[src/rtl/multdiv_pkg.sv]
// -----------------------------------------------------------------------------
// multdiv_pkg
// Shared definitions for the multi-cycle multiply/divide sequencer:
//   - operand width and iteration counter width
//   - sequencer state encoding
//   - latency constants (edges from the accepting edge, inclusive, to the
//     edge after which data_resultRDY is high)
//   - Booth select encoding and decoder
//   - two's-complement magnitude helper used on the accepting edge of a divide
// -----------------------------------------------------------------------------
package multdiv_pkg;

  localparam int WIDTH    = 32;
  localparam int CNT_W    = 5;
  localparam int MULT_LAT = 33;
  localparam int DIV_LAT  = 34;

  typedef enum logic [2:0] {
    ST_IDLE = 3'd0,
    ST_MULT = 3'd1,
    ST_DIV  = 3'd2,
    ST_FIX  = 3'd3,
    ST_DONE = 3'd4
  } state_e;

  typedef enum logic [1:0] {
    BOOTH_PASS = 2'd0,
    BOOTH_ADD  = 2'd1,
    BOOTH_SUB  = 2'd2
  } booth_sel_e;

  // Radix-2 Booth: {lo[0], q_m1} = 01 adds, 10 subtracts, 00/11 pass.
  function automatic booth_sel_e booth_decode(input logic [1:0] bits);
    booth_sel_e sel;
    case (bits)
      2'b01:   sel = BOOTH_ADD;
      2'b10:   sel = BOOTH_SUB;
      default: sel = BOOTH_PASS;
    endcase
    return sel;
  endfunction

  // |x| as an unsigned value; -2^31 maps to 0x80000000, which is exact
  // when read as unsigned.
  function automatic logic [WIDTH-1:0] magnitude(input logic [WIDTH-1:0] x);
    logic [WIDTH-1:0] m;
    if (x[WIDTH-1]) begin
      m = (~x) + {{(WIDTH-1){1'b0}}, 1'b1};
    end else begin
      m = x;
    end
    return m;
  endfunction

endpackage

[src/rtl/multdiv_operand_mux.sv]
// -----------------------------------------------------------------------------
// multdiv_operand_mux
// Combinational steering of the shared external adder/subtractor.
// Ports:
//   state      in  current sequencer state (multdiv_pkg::state_e encoding)
//   booth_bits in  {lo[0], q_m1} of the multiply register
//   hi         in  multiply high word / division partial remainder
//   lo         in  multiply low word / division quotient register
//   opa        in  multiplicand (MULT) or divisor magnitude (DIV)
//   neg_fix    in  quotient must be negated in the FIX cycle
//   add_a      out adder operand 0
//   add_b      out adder operand 1 (already inverted for subtraction)
//   add_cin    out adder carry-in
// In IDLE and DONE all adder operands are zero.
// -----------------------------------------------------------------------------
module multdiv_operand_mux
  import multdiv_pkg::*;
(
  input  logic [2:0]       state,
  input  logic [1:0]       booth_bits,
  input  logic [WIDTH-1:0] hi,
  input  logic [WIDTH-1:0] lo,
  input  logic [WIDTH-1:0] opa,
  input  logic             neg_fix,
  output logic [WIDTH-1:0] add_a,
  output logic [WIDTH-1:0] add_b,
  output logic             add_cin
);

  state_e     st_s;
  booth_sel_e sel_s;

  assign st_s  = state_e'(state);
  assign sel_s = booth_decode(booth_bits);

  // Adder operand selection per state.
  always_comb begin
    add_a   = '0;
    add_b   = '0;
    add_cin = 1'b0;
    case (st_s)
      ST_MULT: begin
        add_a = hi;
        case (sel_s)
          BOOTH_ADD: begin
            add_b   = opa;
            add_cin = 1'b0;
          end
          BOOTH_SUB: begin
            add_b   = ~opa;
            add_cin = 1'b1;
          end
          default: begin
            add_b   = '0;
            add_cin = 1'b0;
          end
        endcase
      end
      ST_DIV: begin
        // Trial subtraction of the divisor from the shifted remainder R'.
        add_a   = {hi[WIDTH-2:0], lo[WIDTH-1]};
        add_b   = ~opa;
        add_cin = 1'b1;
      end
      ST_FIX: begin
        if (neg_fix) begin
          add_a   = ~lo;
          add_b   = '0;
          add_cin = 1'b1;
        end else begin
          add_a   = '0;
          add_b   = '0;
          add_cin = 1'b0;
        end
      end
      default: begin
        add_a   = '0;
        add_b   = '0;
        add_cin = 1'b0;
      end
    endcase
  end

endmodule

[src/rtl/multdiv_seq_ctrl.sv]
// -----------------------------------------------------------------------------
// multdiv_seq_ctrl
// Multi-cycle signed 32-bit multiply (radix-2 Booth) / divide (restoring on
// magnitudes plus one sign-fix cycle) sequencer driving one shared external
// adder per cycle.
// Ports:
//   clock, reset          clock; synchronous active-high reset
//   data_operandA/B       operands, latched on the accepting edge
//   ctrl_MULT / ctrl_DIV  start requests (MULT wins if both), accepted only
//                         in IDLE or DONE
//   data_result           product low word / quotient, updated on DONE entry
//   data_exception        overflow / divide-by-zero / -2^31 / -1
//   data_resultRDY        one-cycle pulse while in DONE
//   busy                  high in MULT, DIV and FIX
//   add_a/add_b/add_cin   shared adder inputs
//   add_sum/cout/ovf      shared adder outputs
// Latency, counting the accepting edge as edge 1: RDY is high after edge 33
// (MULT: 32 Booth steps) or edge 34 (DIV: 32 steps + FIX).
// -----------------------------------------------------------------------------
module multdiv_seq_ctrl #(
  parameter int WIDTH = 32,
  parameter int CNT_W = 5
) (
  input  logic             clock,
  input  logic             reset,
  input  logic [WIDTH-1:0] data_operandA,
  input  logic [WIDTH-1:0] data_operandB,
  input  logic             ctrl_MULT,
  input  logic             ctrl_DIV,
  output logic [WIDTH-1:0] data_result,
  output logic             data_exception,
  output logic             data_resultRDY,
  output logic             busy,
  output logic [WIDTH-1:0] add_a,
  output logic [WIDTH-1:0] add_b,
  output logic             add_cin,
  input  logic [WIDTH-1:0] add_sum,
  input  logic             add_cout,
  input  logic             add_ovf
);

  import multdiv_pkg::*;

  state_e             state_q, state_d;
  logic [CNT_W-1:0]   cnt_q, cnt_d;
  // hi: Booth high word / partial remainder; lo: Booth low word / quotient.
  logic [WIDTH-1:0]   hi_q, hi_d;
  logic [WIDTH-1:0]   lo_q, lo_d;
  logic               qm1_q, qm1_d;
  // opa: multiplicand for MULT, divisor magnitude for DIV.
  logic [WIDTH-1:0]   opa_q, opa_d;
  logic               neg_q, neg_d;
  logic               dvz_q, dvz_d;
  logic               dovf_q, dovf_d;
  logic [WIDTH-1:0]   result_q, result_d;
  logic               exc_q, exc_d;
  logic               rdy_q, rdy_d;
  logic               busy_q, busy_d;

  logic               cnt_last_s;
  logic               mult_sign_s;
  logic [WIDTH-1:0]   mult_hi_s;
  logic [WIDTH-1:0]   mult_lo_s;
  logic [WIDTH-1:0]   rem_shift_s;
  logic [WIDTH-1:0]   quo_fix_s;

  assign cnt_last_s = (cnt_q == {CNT_W{1'b1}});

  // Sign of the true 33-bit adder result; stays exact when A = -2^31.
  assign mult_sign_s = add_sum[WIDTH-1] ^ add_ovf;
  assign mult_hi_s   = {mult_sign_s, add_sum[WIDTH-1:1]};
  assign mult_lo_s   = {add_sum[0], lo_q[WIDTH-1:1]};

  assign rem_shift_s = {hi_q[WIDTH-2:0], lo_q[WIDTH-1]};
  assign quo_fix_s   = neg_q ? add_sum : lo_q;

  multdiv_operand_mux u_operand_mux (
    .state      (state_q),
    .booth_bits ({lo_q[0], qm1_q}),
    .hi         (hi_q),
    .lo         (lo_q),
    .opa        (opa_q),
    .neg_fix    (neg_q),
    .add_a      (add_a),
    .add_b      (add_b),
    .add_cin    (add_cin)
  );

  // Next-state, datapath and output register computation.
  always_comb begin
    state_d  = state_q;
    cnt_d    = cnt_q;
    hi_d     = hi_q;
    lo_d     = lo_q;
    qm1_d    = qm1_q;
    opa_d    = opa_q;
    neg_d    = neg_q;
    dvz_d    = dvz_q;
    dovf_d   = dovf_q;
    result_d = result_q;
    exc_d    = exc_q;
    rdy_d    = 1'b0;
    case (state_q)
      ST_IDLE, ST_DONE: begin
        if (ctrl_MULT) begin
          state_d = ST_MULT;
          cnt_d   = '0;
          exc_d   = 1'b0;
          hi_d    = '0;
          lo_d    = data_operandB;
          qm1_d   = 1'b0;
          opa_d   = data_operandA;
        end else if (ctrl_DIV) begin
          state_d = ST_DIV;
          cnt_d   = '0;
          exc_d   = 1'b0;
          hi_d    = '0;
          lo_d    = magnitude(data_operandA);
          qm1_d   = 1'b0;
          opa_d   = magnitude(data_operandB);
          neg_d   = data_operandA[WIDTH-1] ^ data_operandB[WIDTH-1];
          dvz_d   = (data_operandB == {WIDTH{1'b0}});
          dovf_d  = (data_operandA == {1'b1, {(WIDTH-1){1'b0}}}) &&
                    (data_operandB == {WIDTH{1'b1}});
        end else begin
          state_d = ST_IDLE;
        end
      end
      ST_MULT: begin
        hi_d  = mult_hi_s;
        lo_d  = mult_lo_s;
        qm1_d = lo_q[0];
        cnt_d = cnt_q + {{(CNT_W-1){1'b0}}, 1'b1};
        if (cnt_last_s) begin
          state_d  = ST_DONE;
          result_d = mult_lo_s;
          // Product fits only if the high word is the sign extension of lo.
          exc_d    = (mult_hi_s != {WIDTH{mult_lo_s[WIDTH-1]}});
          rdy_d    = 1'b1;
        end else begin
          state_d  = ST_MULT;
        end
      end
      ST_DIV: begin
        // add_cout=1 means R' >= |B|: keep the difference, quotient bit 1.
        if (add_cout) begin
          hi_d = add_sum;
        end else begin
          hi_d = rem_shift_s;
        end
        lo_d  = {lo_q[WIDTH-2:0], add_cout};
        cnt_d = cnt_q + {{(CNT_W-1){1'b0}}, 1'b1};
        if (cnt_last_s) begin
          state_d = ST_FIX;
        end else begin
          state_d = ST_DIV;
        end
      end
      ST_FIX: begin
        state_d = ST_DONE;
        rdy_d   = 1'b1;
        exc_d   = dvz_q | dovf_q;
        if (dvz_q) begin
          result_d = '0;
        end else if (dovf_q) begin
          result_d = {1'b1, {(WIDTH-1){1'b0}}};
        end else begin
          result_d = quo_fix_s;
        end
      end
      default: begin
        state_d = ST_IDLE;
      end
    endcase
    busy_d = (state_d == ST_MULT) || (state_d == ST_DIV) || (state_d == ST_FIX);
  end

  // State and datapath registers with synchronous reset.
  always_ff @(posedge clock) begin
    if (reset) begin
      state_q  <= ST_IDLE;
      cnt_q    <= '0;
      hi_q     <= '0;
      lo_q     <= '0;
      qm1_q    <= 1'b0;
      opa_q    <= '0;
      neg_q    <= 1'b0;
      dvz_q    <= 1'b0;
      dovf_q   <= 1'b0;
      result_q <= '0;
      exc_q    <= 1'b0;
      rdy_q    <= 1'b0;
      busy_q   <= 1'b0;
    end else begin
      state_q  <= state_d;
      cnt_q    <= cnt_d;
      hi_q     <= hi_d;
      lo_q     <= lo_d;
      qm1_q    <= qm1_d;
      opa_q    <= opa_d;
      neg_q    <= neg_d;
      dvz_q    <= dvz_d;
      dovf_q   <= dovf_d;
      result_q <= result_d;
      exc_q    <= exc_d;
      rdy_q    <= rdy_d;
      busy_q   <= busy_d;
    end
  end

  assign data_result    = result_q;
  assign data_exception = exc_q;
  assign data_resultRDY = rdy_q;
  assign busy           = busy_q;

endmodule

[config.mk]
export PLATFORM = sky130hd
export DESIGN_NAME = multdiv_seq_ctrl
export DESIGN_NICKNAME = d
export VERILOG_FILES = /design/src/rtl/multdiv_pkg.sv /design/src/rtl/multdiv_operand_mux.sv /design/src/rtl/multdiv_seq_ctrl.sv
export SDC_FILE = /design/constraint.sdc
export NUM_CORES = 1
export LEC_CHECK = 0
export BUFFER_PORTS_ARGS = -buffer_cell sky130_fd_sc_hd__buf_2
export CORE_ASPECT_RATIO = 2
export CORE_MARGIN = 1
export CORE_UTILIZATION = 30
export CTS_CLUSTER_SIZE = 16
export DETAILED_ROUTE_END_ITERATION = 10
export PLACE_DENSITY = 0.47
export REMOVE_ABC_BUFFERS = 1
export SLEW_MARGIN = 20
export SYNTH_ARGS = -nofsm -noshare
export SYNTH_HDL_FRONTEND = slang
export SYNTH_SLANG_ARGS = --single-unit
[constraint.sdc]
create_clock -name clock -period 2.9 [get_ports clock]
set_input_delay 0.725 -clock clock [delete_from_list [all_inputs] [get_ports clock]]
set_output_delay 0.725 -clock clock [all_outputs]
set_load 0.02 [all_outputs]
### After elaboration in Yosys (flattened, before gate mapping)

Cells that the tools add are included.

* memories kept: 0
* bits in read-only memories: 0
* bits in latches: 0
* memory bits (writable): 0
* register bits: 143

* order comparisons: 0
* $add $sub $neg: 3
* equal/unequal tests: 17
* mux-type cells: 39
* div/mod/pow operators: 0
* reductions and logical operators: 20
* bitwise logic cells: 8
* multiply operators: 0
* shifts and indexed selects: 0

Operators with widths (number)
* $mux 32: 14
* $pmux 32 s3: 3
* $pmux 32 s2: 3
* $not 32->32: 4
* $add 32x1->32 const B: 2
* $eq 32x32->1 const B: 2
* $logic_not 32->1: 1
* $ne 32x32->1: 1
* $eq 3x2->1 const B: 4
* $pmux 3 s4: 1
* $mux 5: 2
* $pmux 5 s2: 1
* $reduce_and 2->1: 5
* $reduce_bool 2->1: 4
* $mux 1: 7
* $eq 3x1->1 const B: 2
* $pmux 1 s3: 2
* $reduce_and 3->1: 2
* $reduce_bool 3->1: 2
* $add 5x1->5 const B: 1
* $eq 5x5->1 const B: 1
* $eq 2x1->1 const B: 2
* $eq 2x2->1 const B: 2
* $mux 2: 2
* 13 further kinds: 17

### Depth between registers and ports, before layout

* word-level depth: 6
* depth in mapped cells: 10
* depth with buffers taken out: 8

### Hierarchy

From an unflattened synthesis, not the netlist that was laid out.

* cells, all modules: 1239
* area, all modules: 9885.7 sq um

Modules (own cells, without submodules)
* multdiv_seq_ctrl: times used 1, cells each 1120, area an instance 9012.4 sq um, seq. area each 2862.7 sq um
* multdiv_operand_mux: times used 1, cells each 119, area an instance 873.3 sq um, seq. area each 0.0 sq um

### Worst setup path before layout

No wires, ideal clock.

* kind: input -> register
* from: in data_operandA[18]
* to: reg lo_q[26]
* setup time: 79 ps
* cell stages on the path: 6
* setup slack: -79 ps
* data required time: 2821 ps
* arrival: 2899 ps
* cell sequence: or4_4 -> or4_4 -> or2_4 -> mux2_4 -> a2111o_1 -> a211oi_2

* cells in the longest elaborated chain, start to end: 6

Ends and longest elaborated chain
* from (decl): line multdiv_seq_ctrl.sv:26 `input logic [WIDTH-1:0] data_operandA,`
* $not 32->32: line multdiv_pkg.sv:48 `m = (~x) + {{(WIDTH-1){1'b0}}, 1'b1};`
* $add 32x1->32: line multdiv_pkg.sv:48
* $mux 32: line multdiv_pkg.sv:47 `if (x[WIDTH-1]) begin`
* $mux 32: line multdiv_seq_ctrl.sv:113 `end else if (ctrl_DIV) begin`
* $mux 32: line multdiv_seq_ctrl.sv:105 `if (ctrl_MULT) begin`
* $pmux 32 s3: line multdiv_seq_ctrl.sv:103 `case (state_q)`
* to (signal assigned): line multdiv_seq_ctrl.sv:198 `lo_q <= lo_d;`
* to (decl): line multdiv_seq_ctrl.sv:48 `logic [WIDTH-1:0] lo_q, lo_d;`

Every way passes these cells. The select of a mux whose other input is x is not followed.
A chain may end at the register's enable or synchronous reset.

### Worst setup path in the final report

* from: reg state_q[0]
* to: out add_a[2]

* cells in the longest elaborated chain, start to end: 2
* elaborated cells between the ends (all ways): 4
* those cells by class: 3 x eq/ne; 1 x mux

Ends and longest elaborated chain
* from (decl): line multdiv_seq_ctrl.sv:44 `state_e state_q, state_d;`
* from (signal assigned): line multdiv_seq_ctrl.sv:195 `state_q <= state_d;`
* $eq 3x2->1 or $eq 3x1->1 (tied branches): line multdiv_operand_mux.sv:41 `case (st_s)`
* $pmux 32 s3 *: line multdiv_operand_mux.sv:41
* to (decl): line multdiv_seq_ctrl.sv:34 `output logic [WIDTH-1:0] add_a,`

Mark *: on every way between the ends. The rest lies on a longest branch, timed or not.

==> flow_summary_export.csv <==
group,metric,value,unit
setup_path,arrival,2.12,ns
sta,finalWorstPathRequiredPeriod,2.84,ns
logic_synthesis,ys.flop_type,"dfxtp_1",
logic_synthesis,async_flop_share,0,%
floorplanning,io_pins,202,
cts,h-tree-depth,4,
sta,worstMarginPinSlew,0.809,ns
setup_path,crit_fanout,20,
place,portBuffers,201,
floorplanning,die_h,255,µm
logic_synthesis,synth_top_family_by_area,"compound AO/OA/AOI/OAI gates",
drt,vias_per_cell,5.70,
cts,cts_buffer_depth,2,
global_routing,antenna_found_initial,2,
hold_path,hp-class,"flop to flop",
place,routabilityCongestion,0.892,
setup_path,critPathCaptureType,"output port",
layout,fin_nets,1581,
logic_synthesis,yosys_register_bits,143,
sta,drv_slew,0,
sta,period_share,98.0,%
drt,drtIter0Drc,775,
floorplanning,dieArea,0.0327,mm²
logic_synthesis,synthMuxAreaShare,8.31,%
global_routing,overflow,0,
cts,numCtsBuffers,17,
sta,tns,0,ns
logic_synthesis,synth_xor_area_share,4.76,%
logic_synthesis,avgSynthCellArea,7.58,µm²
sta,maxSlewHeadroom,46.1,%
drt,drc_errors,0,
cts,numClockSinks,143,
drt,first_pass_iters,8,
global_routing,grt_max_degree,135,
setup_path,startpoint_type,"flop",
drt,ant_nets,0,
cts,cts_tree,"yes",
setup_path,r2r-start,"state_q[0]",
logic_synthesis,synth_common_cells,"nor2_1 (201), dfxtp_1 (143), a21oi_1 (109)",
sta,setup_ws,0.0577,ns
power,p_per_area,560,mW/mm²
floorplanning,num_rows,92,
sta,setup_violations,0,
sta,hold_viol,0,
logic_synthesis,synth-adder-area-share,0.653,%
layout,ff_latch_area,0.00287,mm²
sta,hold_slack,0.473,ns
sta,rsz0062_at_grt,"yes",
layout,area_delta_synth_final,29.6,%
hold_path,min_path_cells,2,
cts,clk_pin_slew_worst_paths,0.06,ns
setup_path,r2r_setup_slack,0.55,ns
logic_synthesis,synthesis.area,0.00958,mm²
sta,skew,0.00801,ns
logic_synthesis,yosysMostFrequentCell,"nor2_1",
setup_path,crit_type,"flop to output port",
cts,worstSkewPairLatency,0.45,ns
power,peakVddDrop,490,µV
drt,wl_per_cell,21.3,µm
setup_path,r2r_cells,9,
setup_path,worstPathRequired,2.17,ns
layout,fillCellCount,3411,
layout,drive_gt1_share,26.5,%
global_routing,grt_pass1_wl,60600,µm
logic_synthesis,synth-edff-count,0,
logic_synthesis,synth.top_cell.area_share,29.9,%
logic_synthesis,yosysSeqAreaShare,29.9,%
power,cellLeakagePower,4.79,nW
power,finalPower,6.95,mW
global_routing,grt.total_usage,24.4,%
floorplanning,start_util,30.5,%
logic_synthesis,syn-instance-count,1264,
floorplanning,dieWidth,128,µm
logic_synthesis,synth_warnings,0,
logic_synthesis,synth_compound_area_share,30.9,%
layout,multi_input_area,0.00628,mm²
logic_synthesis,synth_area_leader_cell,"dfxtp_1",
global_routing,grt_pass1_vias,10500,
setup_path,r2r_end,"lo_q[27]",
sta,fmax,0.352,GHz
floorplanning,core_area,0.0314,mm²
logic_synthesis,synth.area.top_cells,"dfxtp_1 (30%), nor2_1 (7.9%), a21oi_1 (5.7%)",
place,dp_slack,-0.245,ns
drt,routed_wirelength,40800,µm
place,dp_hpwl,29400,µm
cts,clockRootBuffer,"clkbuf_16",
logic_synthesis,yosys.area_share.simple,20.5,%
drt,vias,10900,
status,status,"complete, no violations",
hold_path,hp-start,"opa_q[5]",
logic_synthesis,yosysUniqueCellTypes,66,
hold_path,hold_path_end,"opa_q[5]",
job,cap_violations,0,
==> cell type report <==
cell class / count / share of cell area [%]
antenna: 1 / 0.0202
clock buffer: 22 / 3.90
clock inverter: 10 / 1.65
inverter: 13 / 0.393
multi-input combinational: 993 / 50.6
sequential: 143 / 23.1
tap: 423 / 4.26
timing repair buffer: 306 / 16.0
==> metrics by stage <==
| stage | utilization, % | std cells | instance area, µm² |
|---|---|---|---|
| 2_1_floorplan | - | 1149 | 9150 |
| 3_3_place_gp | 36.7 | 1874 | 11500 |
| 3_5_place_dp | 36.7 | 1874 | 11500 |
| 4_1_cts | 38.9 | 1906 | 12200 |
| 5_1_grt | 39.5 | 1911 | 12400 |
| 6_report | 39.5 | 1911 | 12400 |
==> where the power goes <==
part	switching [mW]	internal, mW	total, mW
Clock	0.938	1.70	2.64
Sequential	0.247	2.15	2.39
Combinational	1.14	0.771	1.91
==> metal layers <==
layer,GRT usage (%),up-vias,part of all wire (%)
li1,-,5224,-
met1,26.4,5189,37
met2,45.4,385,53
met3,3.50,90,4.2
met4,12.7,0,5.2
met5,0,-,0
==> how the worst max path moves through the flow <==
stage	start	to	slack, ns
5_1_grt	state_q[0]	add_a[31]	-0.009
4_1_cts	state_q[1]	add_b[9]	0.002
3_3_place_gp	data_operandA[14]	lo_q[26]	-0.22
6_report	state_q[0]	add_a[2]	0.06
2_1_floorplan	state_q[1]	lo_q[21]	-3.64
3_5_place_dp	data_operandA[14]	lo_q[26]	-0.25
==> repair_timing <==
action | in CTS | in global routing
pin swaps | 0 | 2
cloned | 0 | 3
hold buffers | 0 | 0
gates resized for setup | 4 | 36
endpoints found under the setup margin | 53 | 51
setup buffers | 0 | 1
==> cells in the final DEF (no fill, tap or decap), types with 13 or more instances in the layout <==
cell	synthesis	routed
mux2i_1	42	42
a222oi_1	42	42
dfxtp_1	143	139
buf_2	0	180
a22oi_1	45	45
nor3_1	29	28
xnor2_1	26	26
clkbuf_16	0	19
a211oi_1	45	45
o31ai_1	18	18
a21oi_1	109	109
mux2_2	32	32
nand3_1	14	14
buf_4	0	111
nand2_1	72	71
nor4_1	17	17
nand4_1	20	20
nor2_1	201	198
o211ai_1	16	16
xor2_1	26	26
a221oi_1	13	13
o21ai_0	88	87
==> cells by family (layout without fill, tap and decap cells) <==
family	count (synthesis)	in the layout
AO/OA/AOI/OAI	438	438
XOR/XNOR	52	52
adder cells (fa/ha/maj)	5	5
buffers and inverters	128	351
flip-flops	143	143
multiplexers	75	75
other	0	1
AND/OR/NAND/NOR	423	423
==> critical path, stage by stage, from the launching register on <==
cell and delay [ns]:
dfxtp_4 0.38, buf_4 0.16, nand2b_1 0.20, nor2_4 0.18
buf_6 0.22, a22oi_1 0.08, o21ai_0 0.19, buf_2 0.25
==> registers in the layout (all words and copies together) (netlist names) <==
name	cells
data_result	32
hi_q	32
lo_q	32
opa_q	32
cnt_q	5
state_q	3
busy	1
data_exception	1
data_resultRDY	1
dovf_q	1
dvz_q	1
neg_q	1
qm1_q	1
No activity file was read; power rests on OpenSTA's default activity.
